[config.mk]
export PLATFORM = sky130hd
export DESIGN_NAME = shift_ring_counter_flat
export DESIGN_NICKNAME = d
export VERILOG_FILES = /design/src/rtl/shift_counter_pkg.sv /design/src/rtl/shift_ring_counter_if.sv /design/src/rtl/shift_counter_decode.sv /design/src/rtl/shift_ring_counter.sv /design/src/flat_wrapper.sv
export SDC_FILE = /design/constraint.sdc
export NUM_CORES = 1
export LEC_CHECK = 0
export CAP_MARGIN = 20
export CORE_UTILIZATION = 42
export CTS_CLUSTER_DIAMETER = 100
export CTS_CLUSTER_SIZE = 12
export DETAILED_ROUTE_END_ITERATION = 8
export DONT_BUFFER_PORTS = 1
export HOLD_SLACK_MARGIN = 0.1
export PLACE_DENSITY = 0.58
export RECOVER_POWER = 50
export SYNTH_ARGS = -nofsm -noshare
export SYNTH_HDL_FRONTEND = slang
export SYNTH_SLANG_ARGS = --single-unit
[constraint.sdc]
create_clock -name clk -period 4.82 [get_ports clk]
set_input_delay 0.964 -clock clk [delete_from_list [all_inputs] [get_ports clk]]
set_output_delay 0.964 -clock clk [all_outputs]
set_load 0.01 [all_outputs]
[src/rtl/shift_counter_pkg.sv]
// Shared constants and helpers for the ring/Johnson shift counter.
// Values are handled zero-extended to MAXW bits so one helper serves any width.
package shift_counter_pkg;

   localparam int MAXW = 64;
   localparam int MODE_RING = 0;
   localparam int MODE_JOHNSON = 1;

   function automatic int n_states(int width, int mode);
      return (mode == MODE_JOHNSON) ? 2 * width : width;
   endfunction

   function automatic logic [MAXW-1:0] reset_value(int width, int mode);
      logic [MAXW-1:0] rv;
      rv = '0;
      if (mode != MODE_JOHNSON && width > 0) rv[0] = 1'b1;
      return rv;
   endfunction

   // Johnson: a run of p ones anchored at bit 0 or at bit width-1
   function automatic logic is_legal(logic [MAXW-1:0] value, int width,
                                     int mode);
      int p;
      logic [MAXW-1:0] mask;
      logic [MAXW-1:0] lo;
      logic [MAXW-1:0] hi;
      p = 0;
      for (int i = 0; i < MAXW; i++) p += int'(value[i]);
      mask = ~({MAXW{1'b1}} << width);
      lo = {MAXW{1'b1}} >> (MAXW - p);
      hi = (lo << (width - p)) & mask;
      if ((value & ~mask) != '0) return 1'b0;
      if (mode == MODE_RING) return p == 1;
      return (value == lo) || (value == hi);
   endfunction

endpackage

[src/rtl/shift_ring_counter_if.sv]
// Control and status bundle of the shift counter.
// The slave side is the counter, the master side is its user.
interface shift_ring_counter_if
   import shift_counter_pkg::*;
#(
   parameter int WIDTH = 4,
   parameter int MODE  = MODE_JOHNSON
);
   localparam int IDXW = $clog2(n_states(WIDTH, MODE));

   logic             enable;
   logic             dir;
   logic             load;
   logic [WIDTH-1:0] load_value;
   logic [WIDTH-1:0] count_out;
   logic [IDXW-1:0]  state_idx;
   logic             wrap;
   logic             illegal;

   modport master (
      output enable, dir, load, load_value,
      input  count_out, state_idx, wrap, illegal
   );

   modport slave (
      input  enable, dir, load, load_value,
      output count_out, state_idx, wrap, illegal
   );
endinterface

[src/rtl/shift_counter_decode.sv]
// Legality check and sequence index of a ring/Johnson counter value.
// Illegal values decode to index 0.
module shift_counter_decode
   import shift_counter_pkg::*;
#(
   parameter int WIDTH = 4,
   parameter int MODE  = MODE_JOHNSON,
   parameter int IDXW  = 3
) (
   input  logic [WIDTH-1:0] value,
   output logic             legal,
   output logic [IDXW-1:0]  idx
);
   int pop_c;
   int pos_c;

   always_comb begin
      pop_c = 0;
      pos_c = 0;
      for (int i = 0; i < WIDTH; i++) begin
         if (value[i]) begin
            pop_c = pop_c + 1;
            pos_c = i;
         end
      end
   end

   always_comb begin
      legal = is_legal(MAXW'(value), WIDTH, MODE);
      idx = '0;
      if (legal) begin
         if (MODE == MODE_JOHNSON) begin
            if (value[WIDTH-1]) idx = IDXW'(2 * WIDTH - pop_c);
            else idx = IDXW'(pop_c);
         end else begin
            idx = IDXW'(pos_c);
         end
      end
   end
endmodule

[src/rtl/shift_ring_counter.sv]
// Parametrised ring/Johnson shift counter with load, direction,
// wrap pulse and illegal-state self-correction.
module shift_ring_counter
   import shift_counter_pkg::*;
#(
   parameter int WIDTH        = 4,
   parameter int MODE         = MODE_JOHNSON,
   parameter int SELF_CORRECT = 1
) (
   input logic clk,
   input logic rst,
   shift_ring_counter_if.slave bus
);
   localparam int N = n_states(WIDTH, MODE);
   localparam int IDXW = $clog2(N);
   localparam logic [WIDTH-1:0] RV = WIDTH'(reset_value(WIDTH, MODE));
   localparam logic [IDXW-1:0] LAST = IDXW'(N - 1);

   logic [WIDTH-1:0] count_q, count_d;
   logic             wrap_q, wrap_d;
   logic             illegal_q, illegal_d;

   logic             cur_legal;
   logic [IDXW-1:0]  cur_idx;
   logic             load_legal;
   logic [IDXW-1:0]  load_idx_unused;
   logic [WIDTH-1:0] step_val;

   shift_counter_decode #(
      .WIDTH (WIDTH),
      .MODE  (MODE),
      .IDXW  (IDXW)
   ) u_cur_dec (
      .value (count_q),
      .legal (cur_legal),
      .idx   (cur_idx)
   );

   shift_counter_decode #(
      .WIDTH (WIDTH),
      .MODE  (MODE),
      .IDXW  (IDXW)
   ) u_load_dec (
      .value (bus.load_value),
      .legal (load_legal),
      .idx   (load_idx_unused)
   );

   // Johnson inverts the bit fed back; ring rotates it unchanged
   always_comb begin
      step_val = count_q;
      unique case (1'b1)
         (MODE == MODE_JOHNSON) && !bus.dir:
            step_val = {count_q[WIDTH-2:0], ~count_q[WIDTH-1]};
         (MODE == MODE_JOHNSON) && bus.dir:
            step_val = {~count_q[0], count_q[WIDTH-1:1]};
         (MODE != MODE_JOHNSON) && !bus.dir:
            step_val = {count_q[WIDTH-2:0], count_q[WIDTH-1]};
         default:
            step_val = {count_q[0], count_q[WIDTH-1:1]};
      endcase
   end

   always_comb begin
      count_d = count_q;
      wrap_d = 1'b0;
      illegal_d = 1'b0;
      if (bus.load) begin
         if (load_legal) begin
            count_d = bus.load_value;
         end else begin
            count_d = RV;
            illegal_d = 1'b1;
         end
      end else if (bus.enable) begin
         if (SELF_CORRECT != 0 && !cur_legal) begin
            count_d = RV;
            illegal_d = 1'b1;
         end else begin
            count_d = step_val;
            wrap_d = cur_legal &&
                     (bus.dir ? (cur_idx == '0) : (cur_idx == LAST));
         end
      end
   end

   always_ff @(posedge clk) begin
      if (rst) begin
         count_q <= RV;
         wrap_q <= 1'b0;
         illegal_q <= 1'b0;
      end else begin
         count_q <= count_d;
         wrap_q <= wrap_d;
         illegal_q <= illegal_d;
      end
   end

   assign bus.count_out = count_q;
   assign bus.state_idx = cur_idx;
   assign bus.wrap = wrap_q;
   assign bus.illegal = illegal_q;
endmodule
[src/flat_wrapper.sv]
// flat-port wrapper written by rule: the top's interface ports become plain ports
module shift_ring_counter_flat import shift_counter_pkg::*;
#(
   parameter int WIDTH        = 4,
   parameter int MODE         = MODE_JOHNSON,
   parameter int SELF_CORRECT = 1
)
  (clk, rst, bus_enable, bus_dir, bus_load, bus_load_value, bus_count_out, bus_state_idx, bus_wrap, bus_illegal);
  shift_ring_counter_if #(.WIDTH(WIDTH), .MODE(MODE)) bus_i ();
  input logic clk;
  input logic rst;
  input wire logic [$bits(bus_i.enable)-1:0] bus_enable;
  input wire logic [$bits(bus_i.dir)-1:0] bus_dir;
  input wire logic [$bits(bus_i.load)-1:0] bus_load;
  input wire logic [$bits(bus_i.load_value)-1:0] bus_load_value;
  output wire logic [$bits(bus_i.count_out)-1:0] bus_count_out;
  output wire logic [$bits(bus_i.state_idx)-1:0] bus_state_idx;
  output wire logic [$bits(bus_i.wrap)-1:0] bus_wrap;
  output wire logic [$bits(bus_i.illegal)-1:0] bus_illegal;
  assign bus_i.enable = bus_enable;
  assign bus_i.dir = bus_dir;
  assign bus_i.load = bus_load;
  assign bus_i.load_value = bus_load_value;
  assign bus_count_out = bus_i.count_out;
  assign bus_state_idx = bus_i.state_idx;
  assign bus_wrap = bus_i.wrap;
  assign bus_illegal = bus_i.illegal;
  shift_ring_counter #(.WIDTH(WIDTH), .MODE(MODE), .SELF_CORRECT(SELF_CORRECT)) u_core (.clk(clk), .rst(rst), .bus(bus_i));
endmodule
* After elaboration in Yosys (flattened, before gate mapping)
Cells that the tools add are included.
Operators by class: mux-type cells 16, shifts and indexed selects 4, equality and inequality tests 5, $add $sub $neg 14, bitwise operators 4, reductions and logical operators 7
Operators with widths (count):
- $eq A4 B64 Y1 | 2
- $shl A64 B32 Y4 | 2
- $shr A64 B32 Y64 const A | 2
- $mux W4 | 4
- $sub A7 B4 Y8 const A | 2
- $mux W3 | 4
- $sub A3 B4 Y5 const A | 2
- $add A3 B1 Y4 | 2
- $eq A4 B4 Y1 | 2
- $pmux W4 S2 | 1
- $add A2 B1 Y3 | 2
- $add A3 B2 Y3 const B | 2
- $mux W1 | 6
- $add A1 B1 Y2 | 2
- $not A1 Y1 | 4
- $reduce_or A4 Y1 | 1
- $eq A3 B3 Y1 const B | 1
- $logic_not A3 Y1 | 1
- $sub A1 B3 Y3 const A | 1
- $add A1 B1 Y2 const B | 1
- $logic_or A1 B1 Y1 | 2
- $mux W2 | 1
- $reduce_bool A2 Y1 | 1
- $logic_and A1 B1 Y1 | 1
- $logic_not A1 Y1 | 1
Word-level totals: word-level logic and storage cells 53, bits of input ports 9, register bits after elaboration 6

* Logic depth before layout (Yosys ltp)
Gate-level depths: netlist of run 1.
depth after elaboration 13, gate-level depth with buffers 17, gate-level depth less buffers 16

* Cells and area by module
Synthesis of run 1 repeated with hierarchy kept, for this count alone.
Unflattened totals: cell total of the unflattened synthesis 217, area total of the unflattened synthesis 1778.0 um^2
Modules (own cells, without submodules):
- shift_counter_decode | seq. area each 0.0 um^2, cells an instance 90, area an instance 724.4 um^2, instances 2
- shift_ring_counter | seq. area each 120.1 um^2, cells an instance 37, area an instance 329.1 um^2, instances 1

* Least setup slack after synthesis of run 1
Ideal clock, no wire load.
path type register -> output, from register u_core.count_q[3], in the netlist u_core.bus.count_out[3], to output port bus_state_idx[0], stages on the path, launching flop included 17, arrival 3.624 ns, buffers on the path 2, setup slack 0.232 ns, data required time 3.856 ns, cells stage by stage dfxtp_1 > clkbuf_1 > inv_1 > fa_1 > inv_1 > ha_1 > buf_2 > inv_1 > ha_1 > inv_1 > ha_1 > nor4_2 > xnor2_1 > nand3_1 > mux2i_1 > o21ai_0 > nor2_1
On the way: longest elaborated chain between the ends 7, elaborated cells on any way between the ends 12, those cells by class 4 x add/sub; 2 x eq/ne; 2 x shift; 3 x mux; 1 x reduce/logical
Ends and longest elaborated chain:
- start, declared | RTL line shift_ring_counter.sv:19 | logic [WIDTH-1:0] count_q, count_d;
- start signal, assigned | RTL line shift_ring_counter.sv:93 | count_q <= count_d;
- $add A3 B1 Y4 | RTL line shift_counter_pkg.sv:28 | for (int i = 0; i < MAXW; i++) p += int'(value[i]);
- $sub A7 B4 Y8 | RTL line shift_counter_pkg.sv:30 | lo = {MAXW{1'b1}} >> (MAXW - p);
- $shr A64 B32 Y64 | RTL line shift_counter_pkg.sv:30
- $shl A64 B32 Y4 | RTL line shift_counter_pkg.sv:31 | hi = (lo << (width - p)) & mask;
- $eq A4 B4 Y1 | RTL line shift_counter_pkg.sv:34 | return (value == lo) || (value == hi);
- $logic_or A1 B1 Y1 | RTL line shift_counter_pkg.sv:34
- $mux W3 (*) | RTL line shift_counter_decode.sv:31 | if (legal) begin
- end, declared | RTL line flat_wrapper.sv:17 | output wire logic [$bits(bus_i.state_idx)-1:0] bus_state_idx;
Mark *: on every way between the ends. The rest lies on a longest branch, timed or not.

* Worst setup path in the final report of run 1
from register u_core.count_q[0], in the netlist u_core.bus.count_out[0], to output port bus_state_idx[2]
On the way: longest elaborated chain between the ends 10, elaborated cells on any way between the ends 20, those cells by class 9 x add/sub; 2 x eq/ne; 2 x shift; 6 x mux; 1 x reduce/logical
Ends and longest elaborated chain (RTL line):
- branches (longest 9 deep; another with $sub A7 B4 Y8)
- $mux W3 (*) | shift_counter_decode.sv:31
Every way passes the cells marked *.

==> impl_metrics.env, run 1 <==
export IMPL_number_of_antenna_violations_at_the_first_check_in_global_routing=0
export IMPL_worstReg2RegEnd="u_core.bus.count_out[1]"
export IMPL_flow_area_growth_from_synthesis_pct=6.56
export IMPL_layout_cells_most_common="sky130_fd_sc_hd__inv_1"
export IMPL_finalHoldViolCount=0
export IMPL_sw_frac_of_total_pct=47.4
export IMPL_root_buffer_cell="sky130_fd_sc_hd__clkbuf_4"
export IMPL_floorplan_die_area_um2=3640
export IMPL_worstMarginPinSlew_ps=691
export IMPL_grt_max_degree=18
export IMPL_data_arrival_time_at_the_worst_slack_endpoint_ps=3610
export IMPL_vias=1357
export IMPL_yosys_area_top_type="sky130_fd_sc_hd__ha_1"
export IMPL_post_route_cells_drive_above_1_share_pct=12.8
export IMPL_post_synthesis_register_bit_count=6
export IMPL_gp_congestion=0.857
export IMPL_cts_inserted_buffers=3
export IMPL_cap_violations=0
export IMPL_fillerInstances=329
export IMPL_relSlewSlack_pct=52.7
export IMPL_groute_usage_overall_pct=20.4
export IMPL_dominantRegCellSynth="sky130_fd_sc_hd__dfxtp_1"
export IMPL_ctsLongestPathBuffers=2
export IMPL_numPortBuffers=0
export IMPL_htreeDepth=1
export IMPL_worst_setup_hold_path_clk_slew_ps=50
export IMPL_pin_count=18
export IMPL_fraction_of_synthesized_cell_area_in_xor_and_xnor_cells_pct=4.90
export IMPL_critical_path_slowest_cell="sky130_fd_sc_hd__fa_1"
export IMPL_routed_wl_mm=3.43
export IMPL_post_cts_repair_setup_buffers=0
export IMPL_crit_chain="inv_1, fa_1, inv_1, ha_1, inv_1, ha_1, inv_1, ha_1, inv_1, ha_2, nor4_4, xnor2_1, nand3_1, mux2i_1, o21ai_2, nor2_2"
export IMPL_final_max_slew_violation_count=0
export IMPL_avgSynthCellArea_um2=8.03
export IMPL_timing_setup_tns_ps=0
export IMPL_clock_latency_ps=250
export IMPL_share_seq_of_total_power_pct=16.4
export IMPL_comb_power_share_pct=69.7
export IMPL_static_leakage_power_nw=0.626
export IMPL_regToRegStartpoint="u_core.bus.count_out[0]"
export IMPL_synth_edff_count=0
export IMPL_place_detailed_hpwl_mm=2.69
export IMPL_cts_sink_count=6
export IMPL_synth_mux_area_share_pct=9.36
export IMPL_peakVddDrop_v=0.000119
export IMPL_timing_final_setup_violations=0
export IMPL_async_flop_share_pct=0
export IMPL_post_drt_wl_per_cell_um=15.4
export IMPL_min_period_over_period_pct=95.0
export IMPL_timing_fmax_mhz=218
export IMPL_number_of_global_route_vias_before_repair=1279
export IMPL_syn_instance_count=178
export IMPL_final_core_utilization_pct=48.3
export IMPL_synth_yosys_seq_area_share_pct=8.40
export IMPL_rrSetupSlack_ps=1190
export IMPL_ff2ff_path_depth=16
export IMPL_count_of_placed_standard_cells_including_taps=220
export IMPL_gr_total_overflow=0
export IMPL_worst_hold_path_num_cells=3
export IMPL_switchingPower_mw=0.162
export IMPL_clock_tree_from_tritoncts="done"
export IMPL_floorplan_die_width_um=60.4
export IMPL_result_of_the_run="complete, no violations"
export IMPL_worst_setup_skew_after_layout_ps=2.88
export IMPL_timing_final_crit_period_ps=4580
export IMPL_placement_rows=20
export IMPL_core_footprint_um2=3150
export IMPL_antenna_cells_inserted=0
export IMPL_setup_repair_after_global_routing_missed_its_margin="false"
export IMPL_holdCritPathClass="reg2reg"
export IMPL_layout_common_cells="24 x sky130_fd_sc_hd__inv_1, 18 x sky130_fd_sc_hd__ha_1, 10 x sky130_fd_sc_hd__mux2i_1, 10 x sky130_fd_sc_hd__nor2_1, 8 x sky130_fd_sc_hd__o21ai_0"
export IMPL_nets_in_the_synthesized_netlist=211
export IMPL_post_route_drc_count=0
export IMPL_critical_path_class="reg2out"
export IMPL_mappedNetlistArea_um2=1430
export IMPL_critical_path_startpoint_type="register"
export IMPL_final_instance_count_excl_fill=223
export IMPL_via_per_inst=6.09
export IMPL_synth_cell_types=52
export IMPL_drt_pass1_iter_count=4
export IMPL_power_report_internal_total_mw=0.179
export IMPL_peak_fanout_along_the_critical_path=5
export IMPL_combinational_family_with_the_most_area_after_synthesis="compound AO/OA/AOI/OAI gates"
export IMPL_synth_adder_area_share_pct=23.1
export IMPL_power_density_nw_per_um2=224
export IMPL_ant_nets=0
export IMPL_yosysTopAreaCellShare_pct=17.5
export IMPL_critical_path_capture_point_type="output port"
export IMPL_synth_compound_area_share_pct=25.0
export IMPL_num_nets_final=214
export IMPL_power_share_clock_pct=13.9
export IMPL_die_y_um=60.4
export IMPL_yosysWarningCount=0
export IMPL_hold_worst_slack_ps=741
export IMPL_synth_simple_gate_area_share_pct=20.2
export IMPL_holdCritStartpoint="u_core.bus.count_out[2]"
export IMPL_first_iter_violations=152
export IMPL_worst_path_most_repeated_cell="sky130_fd_sc_hd__inv_1"
export IMPL_grt_pass1_wl_mm=5.72
export IMPL_biggest_cell_delay_along_the_critical_path_ps=470
export IMPL_initial_utilization_pct=45.4
export IMPL_cp_data_required_time_ps=3860
export IMPL_synth_top_cells_by_area="sky130_fd_sc_hd__ha_1 17%, sky130_fd_sc_hd__dfxtp_1 8.4%, sky130_fd_sc_hd__mux2i_1 7.0%"
export IMPL_worstHoldEndpoint="u_core.bus.count_out[2]"
==> power by group through the flow <==
stage / clock network [mW] / registers [mW] / logic [mW]
2_1_floorplan: 0 / 0.0580 / 0.187
3_3_place_gp: 0 / 0.0567 / 0.224
3_5_place_dp: 0 / 0.0566 / 0.226
4_1_cts: 0.0485 / 0.0558 / 0.228
5_1_grt: 0.0509 / 0.0561 / 0.264
6_report: 0.0473 / 0.0559 / 0.238
==> timing repair <==
item                                    4_1_cts  5_1_grt
endpoints found under the setup margin        0        3
hold buffers                                  0        0
resized for setup                             0       11
==> Yosys cell counts, types with 2 or more instances <==
cell type and count:
sky130_fd_sc_hd__a21oi_1 7, sky130_fd_sc_hd__o2111a_1 2, sky130_fd_sc_hd__o221ai_1 4, sky130_fd_sc_hd__dfxtp_1 6
sky130_fd_sc_hd__inv_1 25, sky130_fd_sc_hd__nand2b_1 3, sky130_fd_sc_hd__o311ai_0 2, sky130_fd_sc_hd__nor2b_1 2
sky130_fd_sc_hd__mux2_2 3, sky130_fd_sc_hd__clkbuf_1 4, sky130_fd_sc_hd__o21ai_0 9, sky130_fd_sc_hd__a22oi_1 3
sky130_fd_sc_hd__nor2_1 13, sky130_fd_sc_hd__a2bb2oi_1 2, sky130_fd_sc_hd__ha_1 20, sky130_fd_sc_hd__fa_1 4
sky130_fd_sc_hd__nand4_1 5, sky130_fd_sc_hd__nor3_1 2, sky130_fd_sc_hd__nand3_1 5, sky130_fd_sc_hd__nand2_1 6
sky130_fd_sc_hd__mux2i_1 10, sky130_fd_sc_hd__o211ai_1 4, sky130_fd_sc_hd__or3_1 2, sky130_fd_sc_hd__xnor2_1 7
==> kinds of logic (layout without fill, tap and decap cells) <==
group	count (synthesis)	in the layout
AO/OA/AOI/OAI	45	45
XOR/XNOR	8	8
adder cells (fa/ha/maj)	24	24
buffers and inverters	32	33
flip-flops	6	6
multiplexers	13	13
AND/OR/NAND/NOR	50	50
==> layer usage <==
layer | routed length, µm | global-route usage [%] | part of all wire (%) | vias up
met5 | 0 | 0 | 0 | -
met4 | 12 | 3.65 | 0.35 | 0
met3 | 218 | 4.05 | 6.4 | 4
met2 | 1680 | 35.6 | 49 | 61
met1 | 1520 | 26.1 | 44 | 646
li1 | - | - | - | 646
==> how the worst max path moves through the flow <==
stage / start / endpoint / depth (start not counted)
floorplan: u_core.bus.count_out[3] / bus_state_idx[0] / 16
global route: u_core.bus.count_out[0] / bus_state_idx[0] / 16
CTS: u_core.bus.count_out[3] / bus_state_idx[2] / 16
finish: u_core.bus.count_out[0] / bus_state_idx[2] / 16
detailed placement: u_core.bus.count_out[3] / bus_state_idx[2] / 16
global placement: u_core.bus.count_out[3] / bus_state_idx[0] / 15
==> area by class of cell <==
type / instances / area, µm² / area share (%)
Clock buffer: 3 / 22.5 / 1.48
Inverter: 25 / 93.8 / 6.16
Multi-Input combinational cell: 140 / 1210 / 79.1
Sequential cell: 6 / 120 / 7.88
Tap cell: 44 / 55.1 / 3.61
Timing Repair Buffer: 5 / 26.3 / 1.72
==> sequential cells by signal (all words and copies together), names as in the netlist <==
name and cells:
u_core.bus.wrap 1, u_core.bus.illegal 1, u_core.bus.count_out 4
==> per-stage QoR <==
stage	worst slack [ps]	power, mW	cell area (µm²)
2_1_floorplan	232	0.245	1430
4_1_cts	5.38	0.332	1510
3_3_place_gp	319	0.281	1490
3_5_place_dp	284	0.283	1490
6_report	243	0.341	1520
5_1_grt	28.2	0.371	1520
==> worst max-delay path: cells and delay by family, from the launching register on <==
family / cells / cell delay [ps]
adders and majority gates: 5 / 1510
and+or+nand+nor: 3 / 530
buffers and inverters: 5 / 370
DFF: 1 / 320
muxes: 1 / 290
AOI/OAI and AO/OA: 1 / 170
xor gates and xnor gates: 1 / 160
(Power assumes the default switching activity.)
==> run 2: changes to the inputs <==
--- a/config.mk
+++ b/config.mk
@@ -7,13 +7,13 @@
 export LEC_CHECK = 0
 export CAP_MARGIN = 20
 export CORE_UTILIZATION = 42
-export CTS_CLUSTER_DIAMETER = 100
 export CTS_CLUSTER_SIZE = 12
 export DETAILED_ROUTE_END_ITERATION = 8
 export DONT_BUFFER_PORTS = 1
 export HOLD_SLACK_MARGIN = 0.1
 export PLACE_DENSITY = 0.58
 export RECOVER_POWER = 50
+export SETUP_SLACK_MARGIN = 0.5
 export SYNTH_ARGS = -nofsm -noshare
 export SYNTH_HDL_FRONTEND = slang
 export SYNTH_SLANG_ARGS = --single-unit
==> run 2 against run 1 <==
- via count up 3.2%
- cell area up 16%
- highest routed layer unchanged
- flip-flop and latch count unchanged
- wire length up 10%
- critical endpoint unchanged
- non-clock buffer count up 16
- worst setup slack better by 240 ps
- clock skew down 2.5 ps
- first-iteration DRC count down 22%
- final cell count up 7.2%
- combinational power up 28%
- total power up 20%
- worst hold slack worse by 87 ps
==> impl_metrics.env, run 2 (synthesis gave the netlist of run 1 again) <==
export IMPL_pre_cts_ws_ps=499
export IMPL_data_arrival_time_at_the_worst_slack_endpoint_ps=3370
export IMPL_cts_hold_buffers_added=0
export IMPL_sw_frac_of_total_pct=45.1
export IMPL_comb_power_share_pct=74.8
export IMPL_placement_rows=20
export IMPL_critical_path_capture_point_type="output port"
export IMPL_power_report_internal_total_mw=0.224
export IMPL_core_footprint_um2=3150
export IMPL_gp_congestion=0.791
export IMPL_numPortBuffers=0
export IMPL_rrSetupSlack_ps=1120
export IMPL_regToRegStartpoint="u_core.bus.count_out[3]"
export IMPL_relSlewSlack_pct=44.8
export IMPL_cap_violations=0
export IMPL_power_share_clock_pct=11.2
export IMPL_peak_fanout_along_the_critical_path=6
export IMPL_static_leakage_power_nw=0.709
export IMPL_root_buffer_cell="sky130_fd_sc_hd__clkbuf_4"
export IMPL_cts_sink_count=6
export IMPL_antenna_cells_inserted=0
export IMPL_setup_repair_after_global_routing_missed_its_margin="true"
export IMPL_critical_path_class="reg2out"
export IMPL_crit_chain="inv_4, fa_1, inv_2, ha_4, fa_2, nor2b_1, o21ai_1, a21oi_2, mux2i_1, o21ai_4, nor2_4"
export IMPL_timing_final_setup_violations=0
export IMPL_pin_count=18
export IMPL_share_seq_of_total_power_pct=14.0
export IMPL_worstMarginPinSlew_ps=828
export IMPL_floorplan_die_width_um=60.4
export IMPL_finalHoldViolCount=0
export IMPL_gr_total_overflow=0
export IMPL_holdCritPathClass="reg2reg"
export IMPL_multiInputGateArea_um2=1300
export IMPL_timing_setup_tns_ps=0
export IMPL_startpoint="u_core.bus.count_out[3]"
export IMPL_ff_latch_area_um2=124
export IMPL_clock_latency_ps=240
export IMPL_post_route_drc_count=0
export IMPL_post_drt_wl_per_cell_um=15.8
export IMPL_timing_final_crit_period_ps=4330
export IMPL_hold_worst_slack_ps=655
export IMPL_initial_utilization_pct=45.4
export IMPL_cp_data_required_time_ps=3860
export IMPL_finalWorstSetupSlack_ps=485
export IMPL_worst_setup_skew_after_layout_ps=0.350
export IMPL_fillerInstances=287
export IMPL_layout_cells_most_common="sky130_fd_sc_hd__inv_1"
export IMPL_ant_nets=0
export IMPL_holdCritStartpoint="u_core.bus.count_out[0]"
export IMPL_result_of_the_run="complete, no violations"
export IMPL_timing_fmax_mhz=231
export IMPL_flow_area_growth_from_synthesis_pct=23.6
export IMPL_number_of_antenna_violations_at_the_first_check_in_global_routing=0
export IMPL_final_instance_count_excl_fill=239
export IMPL_ctsLongestPathBuffers=2
export IMPL_count_of_placed_standard_cells_including_taps=220
export IMPL_grt_max_degree=18
export IMPL_worst_setup_hold_path_clk_slew_ps=40
export IMPL_num_nets_final=230
export IMPL_clock_tree_from_tritoncts="done"
export IMPL_critical_path_startpoint_type="register"
export IMPL_first_iter_violations=119
export IMPL_switchingPower_mw=0.184
export IMPL_routed_wl_mm=3.78
export IMPL_critical_path_slowest_cell="sky130_fd_sc_hd__fa_1"
export IMPL_post_route_cells_drive_above_1_share_pct=28.7
export IMPL_min_period_over_period_pct=89.9
export IMPL_number_of_global_route_vias_before_repair=1330
export IMPL_via_per_inst=5.86
export IMPL_die_y_um=60.4
export IMPL_grt_pass1_wl_mm=5.82
export IMPL_drt_pass1_iter_count=4
export IMPL_biggest_cell_delay_along_the_critical_path_ps=550
export IMPL_vias=1400
export IMPL_cts_inserted_buffers=3
export IMPL_htreeDepth=1
export IMPL_power_density_nw_per_um2=231
export IMPL_groute_usage_overall_pct=20.9
export IMPL_largest_reg_flops=4
export IMPL_final_max_slew_violation_count=0
export IMPL_layout_common_cells="16 x sky130_fd_sc_hd__inv_1, 15 x sky130_fd_sc_hd__ha_1, 14 x sky130_fd_sc_hd__buf_4"
export IMPL_peakVddDrop_v=0.0000964
export IMPL_place_detailed_hpwl_mm=2.72
export IMPL_floorplan_die_area_um2=3640
[run 2: changes by cell type in the layout (fill, tap and decap cells not counted), moves of 3 or more]
cell                      before  now
sky130_fd_sc_hd__dfxtp_1       6    3
sky130_fd_sc_hd__nor2_4        0    3
sky130_fd_sc_hd__buf_4         2   14
sky130_fd_sc_hd__ha_4          0    5
sky130_fd_sc_hd__inv_2         1    7
sky130_fd_sc_hd__ha_1         18   15
sky130_fd_sc_hd__dfxtp_2       0    3
sky130_fd_sc_hd__nor2_2        3    0
sky130_fd_sc_hd__inv_1        24   16
[run 2: final cells by class]
cell class	count	share of cell area, %
clock buffer	3	1.27
inverter	25	5.59
multi-input combinational	140	73.6
sequential	6	7.01
tap	44	3.11
timing repair buffer	21	9.41
[run 2: metal layers]
metal	track usage, %	part of all wire (%)	vias to the layer above
met5	0	0	-
met4	7.97	2.4	0
met3	3.62	7.5	10
met2	35.2	52	64
met1	26.5	38	641
li1	-	-	685
[run 2: worst paths after layout]
kind / to / depth (start not counted)
worst max-delay path: bus_state_idx[2] / 11
worst min-delay path: u_core.bus.count_out[3] / 3
worst max register to register: u_core.bus.count_out[1] / 13
worst min register to register: u_core.bus.count_out[3] / 3
[run 2: worst max-delay path, delay by kind of cell (launching register included)]
| kind | cells | cell delay (ps) |
|---|---|---|
| simple gates | 2 | 490 |
| flops | 1 | 340 |
| buf+inv | 2 | 90 |
| mux | 1 | 370 |
| fa+ha+maj | 3 | 1330 |
| compound gates | 3 | 520 |
[run 2: repair_timing]
item,4_1_cts,5_1_grt
pin swaps,7,13
setup buffers,9,7
setup endpoints to repair,3,3
resized for setup,17,21
endpoints found under the hold margin,0,0
[run 2: metrics by stage]
stage | util, % | cell area, µm² | power, mW
finish | 56.1 | 1770 | 0.408
global route | 56.1 | 1770 | 0.445
CTS | 51.8 | 1630 | 0.365
detailed placement | 47.9 | 1510 | 0.292
global placement | 47.9 | 1510 | 0.288
floorplan | - | 1460 | 0.256
[run 2: power groups by stage]
stage | Clock [mW] | Combinational, mW | Sequential (mW)
detailed placement | 0 | 0.235 | 0.0567
finish | 0.0456 | 0.305 | 0.0570
global placement | 0 | 0.231 | 0.0569
floorplan | 0 | 0.198 | 0.0580
CTS | 0.0474 | 0.261 | 0.0566
global route | 0.0520 | 0.336 | 0.0573
==> run 3: changes to the inputs <==
--- a/config.mk
+++ b/config.mk
@@ -7,6 +7,7 @@
 export LEC_CHECK = 0
 export CAP_MARGIN = 20
 export CORE_UTILIZATION = 42
+export CTS_CLUSTER_DIAMETER = 150
 export CTS_CLUSTER_SIZE = 12
 export DETAILED_ROUTE_END_ITERATION = 8
 export DONT_BUFFER_PORTS = 1
==> results of run 3 <==
The final DEF is identical to that of run 2; final timing and power are the same.
